## src/rtl/cdb_arbiter_pkg.sv

```systemverilog
// Shared widths, the CDB lane entry type and the lane-entry builder used by the
// common-data-bus arbiter.
package cdb_arbiter_pkg;

  localparam int DATA     = 32;
  localparam int PHYS_REG = 6;
  localparam int B_MASK   = 4;
  localparam int BS_PTR   = 2;

  typedef logic [DATA-1:0]     data_t;
  typedef logic [PHYS_REG-1:0] tag_t;
  typedef logic [B_MASK-1:0]   bmask_t;
  typedef logic [BS_PTR-1:0]   bs_ptr_t;

  typedef struct packed {
    logic   valid;
    data_t  result;
    tag_t   tag;
    bmask_t bmask;
  } cdb_entry_t;

  // A correctly resolved branch no longer shadows the result, so its bit is dropped.
  function automatic cdb_entry_t build_entry(input data_t   result,
                                             input tag_t    tag,
                                             input bmask_t  bmask,
                                             input logic    clear_en,
                                             input bs_ptr_t bs_ptr);
    cdb_entry_t e;
    e.valid  = 1'b1;
    e.result = result;
    e.tag    = tag;
    e.bmask  = bmask;
    if (clear_en) e.bmask[bs_ptr] = 1'b0;
    return e;
  endfunction

endpackage

```

## src/rtl/cdb_arbiter_if.sv

```systemverilog
// Bundle of FU-buffer requests, branch-resolution inputs and CDB broadcast lanes.
// The master side is the pipeline; the slave side is the arbiter.
interface cdb_arbiter_if
  import cdb_arbiter_pkg::*;
#(
  parameter int NUM_FU    = 4,
  parameter int CDB_LANES = 2
);

  logic   [NUM_FU-1:0]    fub_valid;
  data_t  [NUM_FU-1:0]    fub_result;
  tag_t   [NUM_FU-1:0]    fub_tagDest;
  bmask_t [NUM_FU-1:0]    fub_bmask;

  logic                   br_branch_resolved;
  logic                   br_pred_wrong;
  bs_ptr_t                br_bs_ptr;

  logic   [NUM_FU-1:0]    cdb_stall;
  logic   [CDB_LANES-1:0] cdb_valid;
  data_t  [CDB_LANES-1:0] cdb_result;
  tag_t   [CDB_LANES-1:0] cdb_tag;
  bmask_t [CDB_LANES-1:0] cdb_bmask;

  modport master (
    output fub_valid, fub_result, fub_tagDest, fub_bmask,
    output br_branch_resolved, br_pred_wrong, br_bs_ptr,
    input  cdb_stall, cdb_valid, cdb_result, cdb_tag, cdb_bmask
  );

  modport slave (
    input  fub_valid, fub_result, fub_tagDest, fub_bmask,
    input  br_branch_resolved, br_pred_wrong, br_bs_ptr,
    output cdb_stall, cdb_valid, cdb_result, cdb_tag, cdb_bmask
  );

endinterface

```

## src/rtl/cdb_arbiter_rr_pick.sv

```systemverilog
// Find-first-set selector that starts its search at ptr and wraps from N-1 to 0.
module rr_pick #(
  parameter int N     = 4,
  parameter int PTR_W = $clog2(N)
) (
  input  logic [N-1:0]     req,
  input  logic [PTR_W-1:0] ptr,
  output logic             gnt_valid,
  output logic [PTR_W-1:0] gnt_idx
);

  int idx;

  // NOTE: every output of a combinational block gets a default before any
  // conditional write; a path that leaves one unassigned infers a latch.
  always_comb begin
    gnt_valid = 1'b0;
    gnt_idx   = '0;
    idx       = 0;
    for (int off = 0; off < N; off++) begin
      idx = int'(ptr) + off;
      if (idx >= N) idx = idx - N;
      if (!gnt_valid && req[idx]) begin
        gnt_valid = 1'b1;
        gnt_idx   = PTR_W'(idx);
      end
    end
  end

endmodule

```

## src/rtl/cdb_arbiter.sv

```systemverilog
// Two-lane round-robin CDB arbiter: picks up to two eligible FU buffers per cycle,
// drops requests squashed by a mispredict and registers winners onto the CDB.
module cdb_arbiter
  import cdb_arbiter_pkg::*;
#(
  parameter int NUM_FU    = 4,
  parameter int CDB_LANES = 2
) (
  input  logic         clk,
  input  logic         reset,
  cdb_arbiter_if.slave bus
);

  localparam int PTR_W = $clog2(NUM_FU);
  typedef logic [PTR_W-1:0] ptr_t;

  ptr_t                       rr_ptr_d, rr_ptr_q;
  cdb_entry_t [CDB_LANES-1:0] lane_d, lane_q;

  logic [NUM_FU-1:0] squash;
  logic [NUM_FU-1:0] eligible;
  logic [NUM_FU-1:0] second_req;
  logic [NUM_FU-1:0] grant_mask;
  logic              gnt0_valid, gnt1_valid;
  ptr_t              gnt0_idx, gnt1_idx, last_idx;
  logic              clear_en;

  always_comb begin
    squash = '0;
    for (int i = 0; i < NUM_FU; i++) begin
      squash[i] = bus.br_branch_resolved & bus.br_pred_wrong &
                  bus.fub_bmask[i][bus.br_bs_ptr];
    end
  end

  assign eligible = bus.fub_valid & ~squash;
  assign clear_en = bus.br_branch_resolved & ~bus.br_pred_wrong;

  rr_pick #(.N(NUM_FU), .PTR_W(PTR_W)) u_pick0 (
    .req       (eligible),
    .ptr       (rr_ptr_q),
    .gnt_valid (gnt0_valid),
    .gnt_idx   (gnt0_idx)
  );

  // Same start pointer with the first winner removed yields the next one in order.
  always_comb begin
    second_req = eligible;
    if (gnt0_valid) second_req[gnt0_idx] = 1'b0;
  end

  rr_pick #(.N(NUM_FU), .PTR_W(PTR_W)) u_pick1 (
    .req       (second_req),
    .ptr       (rr_ptr_q),
    .gnt_valid (gnt1_valid),
    .gnt_idx   (gnt1_idx)
  );

  always_comb begin
    grant_mask = '0;
    if (gnt0_valid) grant_mask[gnt0_idx] = 1'b1;
    if (gnt1_valid) grant_mask[gnt1_idx] = 1'b1;
  end

  // Squashed and idle requesters are never told to hold.
  assign bus.cdb_stall = eligible & ~grant_mask;

  always_comb begin
    last_idx = gnt1_valid ? gnt1_idx : gnt0_idx;
    rr_ptr_d = rr_ptr_q;
    if (gnt0_valid) begin
      rr_ptr_d = (int'(last_idx) == NUM_FU - 1) ? '0 : last_idx + ptr_t'(1);
    end
  end

  always_comb begin
    lane_d = '0;
    if (gnt0_valid) begin
      lane_d[0] = build_entry(bus.fub_result[gnt0_idx], bus.fub_tagDest[gnt0_idx],
                              bus.fub_bmask[gnt0_idx], clear_en, bus.br_bs_ptr);
    end
    if (gnt1_valid) begin
      lane_d[1] = build_entry(bus.fub_result[gnt1_idx], bus.fub_tagDest[gnt1_idx],
                              bus.fub_bmask[gnt1_idx], clear_en, bus.br_bs_ptr);
    end
  end

  // NOTE: state flops use non-blocking assignments so every flop samples the
  // pre-edge value of the others. Reset clears the payload too, not only valid,
  // so the CDB bus reads as all-zero while held in reset.
  always_ff @(posedge clk or negedge reset) begin
    if (!reset) begin
      rr_ptr_q <= '0;
      lane_q   <= '0;
    end else begin
      rr_ptr_q <= rr_ptr_d;
      lane_q   <= lane_d;
    end
  end

  always_comb begin
    bus.cdb_valid  = '0;
    bus.cdb_result = '0;
    bus.cdb_tag    = '0;
    bus.cdb_bmask  = '0;
    for (int l = 0; l < CDB_LANES; l++) begin
      bus.cdb_valid[l]  = lane_q[l].valid;
      bus.cdb_result[l] = lane_q[l].result;
      bus.cdb_tag[l]    = lane_q[l].tag;
      bus.cdb_bmask[l]  = lane_q[l].bmask;
    end
  end

endmodule

```

## src/flat_wrapper.sv

```systemverilog
// flat-port wrapper written by rule: the top's interface ports become plain ports
module cdb_arbiter_flat import cdb_arbiter_pkg::*;
#(
  parameter int NUM_FU    = 4,
  parameter int CDB_LANES = 2
)
  (clk, reset, bus_fub_valid, bus_fub_result, bus_fub_tagDest, bus_fub_bmask, bus_br_branch_resolved, bus_br_pred_wrong, bus_br_bs_ptr, bus_cdb_stall, bus_cdb_valid, bus_cdb_result, bus_cdb_tag, bus_cdb_bmask);
  cdb_arbiter_if #(.NUM_FU(NUM_FU), .CDB_LANES(CDB_LANES)) bus_i ();
  input  logic clk;
  input  logic reset;
  input wire logic [$bits(bus_i.fub_valid)-1:0] bus_fub_valid;
  input wire logic [$bits(bus_i.fub_result)-1:0] bus_fub_result;
  input wire logic [$bits(bus_i.fub_tagDest)-1:0] bus_fub_tagDest;
  input wire logic [$bits(bus_i.fub_bmask)-1:0] bus_fub_bmask;
  input wire logic [$bits(bus_i.br_branch_resolved)-1:0] bus_br_branch_resolved;
  input wire logic [$bits(bus_i.br_pred_wrong)-1:0] bus_br_pred_wrong;
  input wire logic [$bits(bus_i.br_bs_ptr)-1:0] bus_br_bs_ptr;
  output wire logic [$bits(bus_i.cdb_stall)-1:0] bus_cdb_stall;
  output wire logic [$bits(bus_i.cdb_valid)-1:0] bus_cdb_valid;
  output wire logic [$bits(bus_i.cdb_result)-1:0] bus_cdb_result;
  output wire logic [$bits(bus_i.cdb_tag)-1:0] bus_cdb_tag;
  output wire logic [$bits(bus_i.cdb_bmask)-1:0] bus_cdb_bmask;
  assign bus_i.fub_valid = bus_fub_valid;
  assign bus_i.fub_result = bus_fub_result;
  assign bus_i.fub_tagDest = bus_fub_tagDest;
  assign bus_i.fub_bmask = bus_fub_bmask;
  assign bus_i.br_branch_resolved = bus_br_branch_resolved;
  assign bus_i.br_pred_wrong = bus_br_pred_wrong;
  assign bus_i.br_bs_ptr = bus_br_bs_ptr;
  assign bus_cdb_stall = bus_i.cdb_stall;
  assign bus_cdb_valid = bus_i.cdb_valid;
  assign bus_cdb_result = bus_i.cdb_result;
  assign bus_cdb_tag = bus_i.cdb_tag;
  assign bus_cdb_bmask = bus_i.cdb_bmask;
  cdb_arbiter #(.NUM_FU(NUM_FU), .CDB_LANES(CDB_LANES)) u_core (.clk(clk), .reset(reset), .bus(bus_i));
endmodule
```

## config.mk

```make
export PLATFORM = sky130hd
export DESIGN_NAME = cdb_arbiter_flat
export DESIGN_NICKNAME = d
export VERILOG_FILES = /design/src/rtl/cdb_arbiter_pkg.sv /design/src/rtl/cdb_arbiter_if.sv /design/src/rtl/cdb_arbiter_rr_pick.sv /design/src/rtl/cdb_arbiter.sv /design/src/flat_wrapper.sv
export SDC_FILE = /design/constraint.sdc
export NUM_CORES = 1
export LEC_CHECK = 0
export BUFFER_PORTS_ARGS = -buffer_cell sky130_fd_sc_hd__buf_2
export CORE_MARGIN = 2
export CORE_UTILIZATION = 42
export CTS_BUF_LIST = sky130_fd_sc_hd__clkbuf_4 sky130_fd_sc_hd__clkbuf_8 sky130_fd_sc_hd__clkbuf_16
export DETAILED_ROUTE_END_ITERATION = 8
export MAX_ROUTING_LAYER = met4
export PLACE_DENSITY = 0.84
export SYNTH_ARGS = -nofsm -noshare
export SYNTH_HDL_FRONTEND = slang
export SYNTH_HIERARCHICAL = 1
export SYNTH_SLANG_ARGS = --single-unit
```

## constraint.sdc

```tcl
create_clock -name clk -period 5.41 [get_ports clk]
set_input_delay 0.8115 -clock clk [delete_from_list [all_inputs] [get_ports clk]]
set_output_delay 0.8115 -clock clk [all_outputs]
set_load 0.05 [all_outputs]
```

# Yosys cells after proc, flatten, opt, wreduce, memory -nomap -nowiden
# Cells that the tools add are included.
[op_classes]
n_eq_ne = 1
bitwise_logic = 17
n_mux = 79
reduce_logical = 15
n_addsub = 8
magnitude_cmp = 14
[op_table]
columns = ["cell", "n"]
rows = [
  ["32-bit 2-to-1 mux", 6],
  ["32-bit binary-select mux with 2-bit select", 2],
  ["32-bit by 4-bit < comparator with 1-bit output (second input constant)", 4],
  ["43-bit 2-to-1 mux", 2],
  ["1-bit 2-to-1 mux", 31],
  ["4-bit 2-to-1 mux", 7],
  ["1-bit binary-select mux with 2-bit select", 12],
  ["6-bit binary-select mux with 2-bit select", 2],
  ["4-bit bitwise AND", 5],
  ["2-bit 2-to-1 mux", 10],
  ["4-bit binary-select mux with 2-bit select", 2],
  ["4-bit inverter", 4],
  ["6-bit 2-to-1 mux", 2],
  ["3-bit by 3-bit subtractor with 4-bit output (second input constant)", 3],
  ["3-bit greater-or-equal comparator (second input constant)", 3],
  ["1-bit logical AND", 9],
  ["2-bit by 3-bit < comparator with 1-bit output (second input constant)", 3],
  ["2-bit by 2-bit adder with 3-bit output (second input constant)", 2],
  ["1-bit bitwise AND", 6],
  ["1-bit demux with 2-bit select", 3],
  ["2-bit by 1-bit greater-or-equal comparator with 1-bit output (second input constant)", 3],
  ["1-bit zero test", 6],
  ["4-bit OR", 1],
  ["2-bit by 3-bit subtractor with 4-bit output (second input constant)", 1],
  ["other kinds (5)", 5],
]
[totals]
regBits = 88
output_inout_bits = 90
input_bits = 178
elab_cells = 143

# Logic depth before layout (Yosys ltp)
[depth]
depth_word = 46
ltp_mapped = 20
depth_no_buf = 16

# By module
# Netlist, hierarchy kept.
[modules_own_cells]
columns = ["mod", "area_per_inst_um2", "seq_area_each_um2", "cells_each", "instances"]
rows = [
  ["cdb_arbiter", 5213.8, 2202.1, 340, 1],
  ["rr_pick", 77.6, 0.0, 15, 2],
]

# Worst setup path after synthesis
# OpenSTA, ideal clock, no wires.
[synth_path]
kind = "input to output"
from = "in bus_br_bs_ptr[1]"
to = "out bus_cdb_stall[0]"
required_ns = 4.599
path_slack_ns = -0.393
path_stages = 16
n_path_buf = 4
arrival_time_ns = 4.991
cell_sequence = "buf_2 -> mux2i_1 -> o21ai_0 -> nor2_1 -> inv_1 -> a221o_1 -> a21oi_1 -> buf_2 -> nand3b_1 -> nor3b_1 -> o21ai_0 -> a21oi_1 -> buf_2 -> buf_2 -> nor3b_1 -> nor4_1"
[synth_via]
elab_chain_cells = 46
elab_cells_between_ends = 84
classes_between = "order compare: 4; mux: 55; bitwise: 11; reduce/logical: 14"
[synth_rtl]
columns = ["item", "line", "rtl"]
rows = [
  ["start, declared", "flat_wrapper.sv:17", "input wire logic [$bits(bus_i.br_bs_ptr)-1:0] bus_br_bs_ptr;"],
  ["1-bit binary-select mux with 2-bit select *", "cdb_arbiter.sv:32", "bus.fub_bmask[i][bus.br_bs_ptr];"],
  ["1-bit 2-to-1 mux (implied by the code) *", "cdb_arbiter.sv:32", ""],
  ["1-bit bitwise AND *", "cdb_arbiter.sv:31", "squash[i] = bus.br_branch_resolved & bus.br_pred_wrong &"],
  ["4-bit inverter *", "cdb_arbiter.sv:36", "assign eligible = bus.fub_valid & ~squash;"],
  ["4-bit bitwise AND *", "cdb_arbiter.sv:36", ""],
  ["via u_core.eligible[1]", "cdb_arbiter.sv:21", "logic [NUM_FU-1:0] eligible;"],
  ["1-bit binary-select mux with 2-bit select", "cdb_arbiter_rr_pick.sv:23", "if (!gnt_valid && req[idx]) begin"],
  ["1-bit 2-to-1 mux (implied by the code) (2 in series)", "cdb_arbiter_rr_pick.sv:23", ""],
  ["[... 10 more ...]", "--", ""],
  ["via u_core.gnt0_idx[0]", "cdb_arbiter.sv:25", "ptr_t gnt0_idx, gnt1_idx, last_idx;"],
  ["[... 7 more ...]", "--", ""],
  ["via u_core.second_req[2]", "cdb_arbiter.sv:22", "logic [NUM_FU-1:0] second_req;"],
  ["[... 13 more ...]", "--", ""],
  ["via u_core.gnt1_idx[1]", "cdb_arbiter.sv:25", ""],
  ["2-bit by 3-bit < comparator with 1-bit output (implied by the code) or 2-bit by 1-bit greater-or-equal comparator with 1-bit output (tied branches)", "cdb_arbiter.sv:62", "if (gnt1_valid) grant_mask[gnt1_idx] = 1'b1;"],
  ["1-bit logical AND (implied by the code)", "cdb_arbiter.sv:62", ""],
  ["1-bit 2-to-1 mux (implied by the code)", "cdb_arbiter.sv:62", ""],
  ["1-bit demux with 2-bit select *", "--", ""],
  ["4-bit OR (no source line) *", "--", ""],
  ["4-bit 2-to-1 mux *", "cdb_arbiter.sv:62", ""],
  ["4-bit inverter *", "cdb_arbiter.sv:66", "assign bus.cdb_stall = eligible & ~grant_mask;"],
  ["4-bit bitwise AND *", "cdb_arbiter.sv:66", ""],
  ["end, declared", "flat_wrapper.sv:18", "output wire logic [$bits(bus_i.cdb_stall)-1:0] bus_cdb_stall;"],
]
# Mark *: on every way through the listed nets, which the timed path passes. The rest lies on a longest branch. The select of a mux whose other input is x is not followed.

# Final worst setup path
[layout_path]
from = "in bus_br_bs_ptr[0]"
to = "out bus_cdb_stall[0]"
[layout_via]
elab_cells_between_ends = 84
classes_between = "order compare: 4; mux: 55; bitwise: 11; reduce/logical: 14"
[layout_lines]
columns = ["item", "line", "rtl"]
rows = [
  ["1-bit binary-select mux with 2-bit select *", "cdb_arbiter.sv:32", ""],
  ["1-bit 2-to-1 mux (implied by the code) *", "cdb_arbiter.sv:32", ""],
  ["1-bit bitwise AND *", "cdb_arbiter.sv:31", ""],
  ["4-bit inverter *", "cdb_arbiter.sv:36", ""],
  ["4-bit bitwise AND *", "cdb_arbiter.sv:36", ""],
  ["via u_core.eligible[1]", "cdb_arbiter.sv:21", ""],
  ["1-bit binary-select mux with 2-bit select", "cdb_arbiter_rr_pick.sv:23", ""],
  ["1-bit 2-to-1 mux (implied by the code) (2 in series)", "cdb_arbiter_rr_pick.sv:23", ""],
  ["[... 10 more ...]", "--", ""],
  ["via u_core.gnt0_idx[1]", "cdb_arbiter.sv:25", ""],
  ["[... 7 more ...]", "--", ""],
  ["via u_core.second_req[3]", "cdb_arbiter.sv:22", ""],
  ["[... 9 more ...]", "--", ""],
  ["1-bit 2-to-1 mux", "cdb_arbiter_rr_pick.sv:23", ""],
  ["1-bit zero test", "cdb_arbiter_rr_pick.sv:23", ""],
  ["1-bit logical AND", "cdb_arbiter_rr_pick.sv:23", ""],
  ["1-bit 2-to-1 mux *", "cdb_arbiter_rr_pick.sv:23", ""],
  ["via u_core.gnt1_valid", "cdb_arbiter.sv:24", "logic gnt0_valid, gnt1_valid;"],
  ["4-bit 2-to-1 mux *", "cdb_arbiter.sv:62", ""],
  ["4-bit inverter *", "cdb_arbiter.sv:66", ""],
  ["4-bit bitwise AND *", "cdb_arbiter.sv:66", ""],
]
# Marked as above.

==> summary.txt <==
Run status
  • Status: completed

Clock network
  • Root Buffer: clkbuf_16
  • Clock transition at path regs: 0.06 ns
  • CTS Buf Count: 9
  • Max H-tree Level: 3
  • Clock Latency Late Sink: 0.34 ns
  • Clock Path Buffers: 2
  • Hold Buf Count CTS: 0
  • Num Clock Sinks: 88
  • TritonCTS clock tree: yes

Yosys
  • Synthesized cell area: 5369 µm²
  • Dominant cells by area after synthesis: dfrtp_1 41%, mux4_2 35%, and2_1 8.9%
  • Sequential area share after synthesis: 0.4102
  • Syn Area/Cell: 14.51 µm²
  • Ys flop type: dfrtp_1
  • Dominant cell by count in the synthesized netlist: dfrtp_1
  • Syn. warnings: 6
  • Synth cell count leaders: 88 x dfrtp_1, 84 x mux4_2, 76 x and2_1, 13 x nor2_1, 12 x clkbuf_1
  • Yosys top cell area share: 0.4102
  • Share of synthesized flip-flops with an asynchronous set or reset: 1.000
  • EDFF count, synth: 0
  • FF+latch count, synth: 88
  • Netlist cell types: 27
  • Post-Syn Instances: 370
  • Yosys top cell by area: dfrtp_1
  • Syn nets: 549

Power and ir drop
  • PwrDens: 650.1 nW/µm²
  • Net Sw Frac: 0.4910
  • Clk network pwr share: 0.127
  • LEAKAGE: 3.288 nW
  • Part of the power in registers: 0.230
  • Net Switching: 2.277 mW
  • Comb power frac: 0.643
  • Power consumption: 4.638 mW
  • Cell Int Power: 2.361 mW
  • Peak VDD IR: 0.3617 mV

Worst setup path
  • Startpoint Class: input pin
  • R2R Setup Slk: 1.64 ns
  • Crit. End Element: primary output
  • Reg2reg start: u_core/rr_ptr_q[1]
  • Data required time of the worst path: 4.60 ns
  • Crit Path Max Fanout: 23
  • Reg2reg path depth: 13
  • CP endpoint: bus_cdb_stall[0]
  • Arrival time at the worst endpoint: 4.30 ns
  • Worst r2r dst: u_core/rr_ptr_q[1]
  • Worst setup startpoint: bus_br_bs_ptr[0]
  • Kind of critical path: input pin to primary output

Routing
  • Pre-antenna DRT Iters: 5
  • DR vias/cell: 5.501
  • Vias: 4439
  • 1st-iter DRT viols: 353
  • Wire length per cell: 19.14 µm
  • Post-DRT Antenna Nets: 0
  • Routed WL: 15450 µm
  • DRC viols: 0

Floorplanning
  • Core area: 12570 µm²
  • I/O pin count: 268
  • FP Rows: 41
  • Starting Density: 0.4272
  • Die W: 117.1 µm
  • Die H: 117.1 µm
  • Die ar.: 13700 µm²

Global route
  • Antenna violations before repair: 0
  • Largest net degree at the start of global routing: 53
  • Vias in the first global route: 4766
  • Total gr overflow: 0
  • First-pass GRT wire length: 23370 µm
  • GR Util All Layers: 0.2367

Final layout
  • Final Non-Filler Cells: 807
  • # nets final: 809
  • Area growth syn-to-layout: 32.88%
  • Layout cells sized above 1: 0.6220
  • N_diodes: 0
  • Fin area: 7134 µm²

STA
  • Max-slew headroom: 0.5532
  • Clock Skews: 0.005172 ns
  • WHS: 0.4235 ns
  • RSZ-0062 raised after global routing: false
  • Hold Vio Cnt, Final: 0
  • Worst-margin pin slew: 0.6702 ns
  • Min Tclk post-route: 5.110 ns
  • Worst setup slack after layout: 0.2996 ns
  • Max Clock Freq: 195.7 MHz
  • Crit share post-route: 0.9446
  • Final setup viols: 0
  • Max-slew violations: 0

Placement
  • Pre-CTS setup slack: 0.3674 ns
  • I/O Buffers: 267
  • Dpl cell area: 6850 µm²
  • Placed instance count: 791
  • GP Congestion: 0.9361
  • Dpl hpwl: 12070 µm

Hold path
  • Worst min path class: input pin to asynchronous set/reset pin

Run
  • Max-cap violations: 0
-- cells in the final DEF, fill, tap and decap left out, drive strengths merged, types with 5 or more instances in the layout --
master and n:
and2 76, mux4 84, inv 10, o21ai 6, nand3 5, nor2 13
clkbuf 11, and3 8, buf 280, mux2i 8, nor3b 5, nand2 5
dfrtp 88, a21oi 8
-- how the worst min path moves through the flow --
stage / cells past startpoint / end / from
after global placement: 1 / u_core/rr_ptr_q[0] / u_core/rr_ptr_q[0]
after detailed placement: 1 / u_core/rr_ptr_q[1] / u_core/rr_ptr_q[1]
after floorplan: 0 / u_core/bus.cdb_bmask[0] / reset
final: 1 / u_core/rr_ptr_q[0] / reset
after CTS: 1 / u_core/bus.cdb_tag[9] / reset
after global routing: 1 / u_core/rr_ptr_q[0] / reset
-- worst max-delay path: stages --
cell	delay (ns)
buf_2	0.13
nand3b_1	0.26
o21ai_0	0.44
nor2_1	0.14
a21oi_1	0.14
o21ai_0	0.18
a21oi_4	0.23
buf_4	0.35
nand3_1	0.15
nor3b_1	0.19
nor2_1	0.30
nand3_2	0.26
nor3b_1	0.23
nor4_2	0.17
buf_2	0.32
-- logic make-up after synthesis --
family / after synthesis / share of synthesized area
AOI/OAI and AO/OA: 18 / 0.02004
and+or+nand+nor: 126 / 0.1396
adders and majority gates: 1 / 0.002330
DFF: 88 / 0.4102
muxes: 96 / 0.3757
buffers and inverters: 41 / 0.05220
-- per-stage QoR --
step                      utilization  setup TNS, ns
after CTS                      0.5676              0
after floorplan                     -      -0.008374
final                          0.5676              0
after global placement         0.5450              0
after detailed placement       0.5450              0
after global routing           0.5676              0
-- state kept, by name (all words and copies together) (netlist names) --
| register | count |
|---|---|
| u_core/rr_ptr_q | 2 |
| u_core/bus.cdb_valid | 2 |
| u_core/bus.cdb_bmask | 8 |
| u_core/bus.cdb_tag | 12 |
| u_core/bus.cdb_result | 64 |
-- per-layer routing --
| layer | up-vias | global-route usage | part of all wire |
|---|---|---|---|
| li1 | 1929 | - | - |
| met4 | 0 | 0.1059 | 0.026 |
| met1 | 2202 | 0.2609 | 0.35 |
| met5 | - | - | 0 |
| met3 | 39 | 0.05355 | 0.086 |
| met2 | 269 | 0.4108 | 0.54 |
-- power groups by stage --
stage               combinational, mW  clock [mW]  sequential, mW
floorplan                        1.34           0            2.13
global placement                 2.94           0            1.06
detailed placement               3.00           0            1.08
CTS                              3.00       0.607            1.07
global route                     3.16       0.637            1.10
finish                           2.98       0.590            1.07
-- cell type report --
class / instances / area, µm²
sequential: 88 / 2202
timing repair buffer: 280 / 1436
multi-input combinational: 241 / 2959
inverter: 10 / 37.54
clock inverter: 5 / 31.28
fill: 1003 / 5434
clock buffer: 11 / 252.7
tap: 172 / 215.2
-- timing repair --
item                                    4_1_cts  5_1_grt
buffers inserted                              0        0
endpoints found under the setup margin        0        1
gates resized for setup                       0        1
Note: power is estimated with default switching activity, not from simulation.
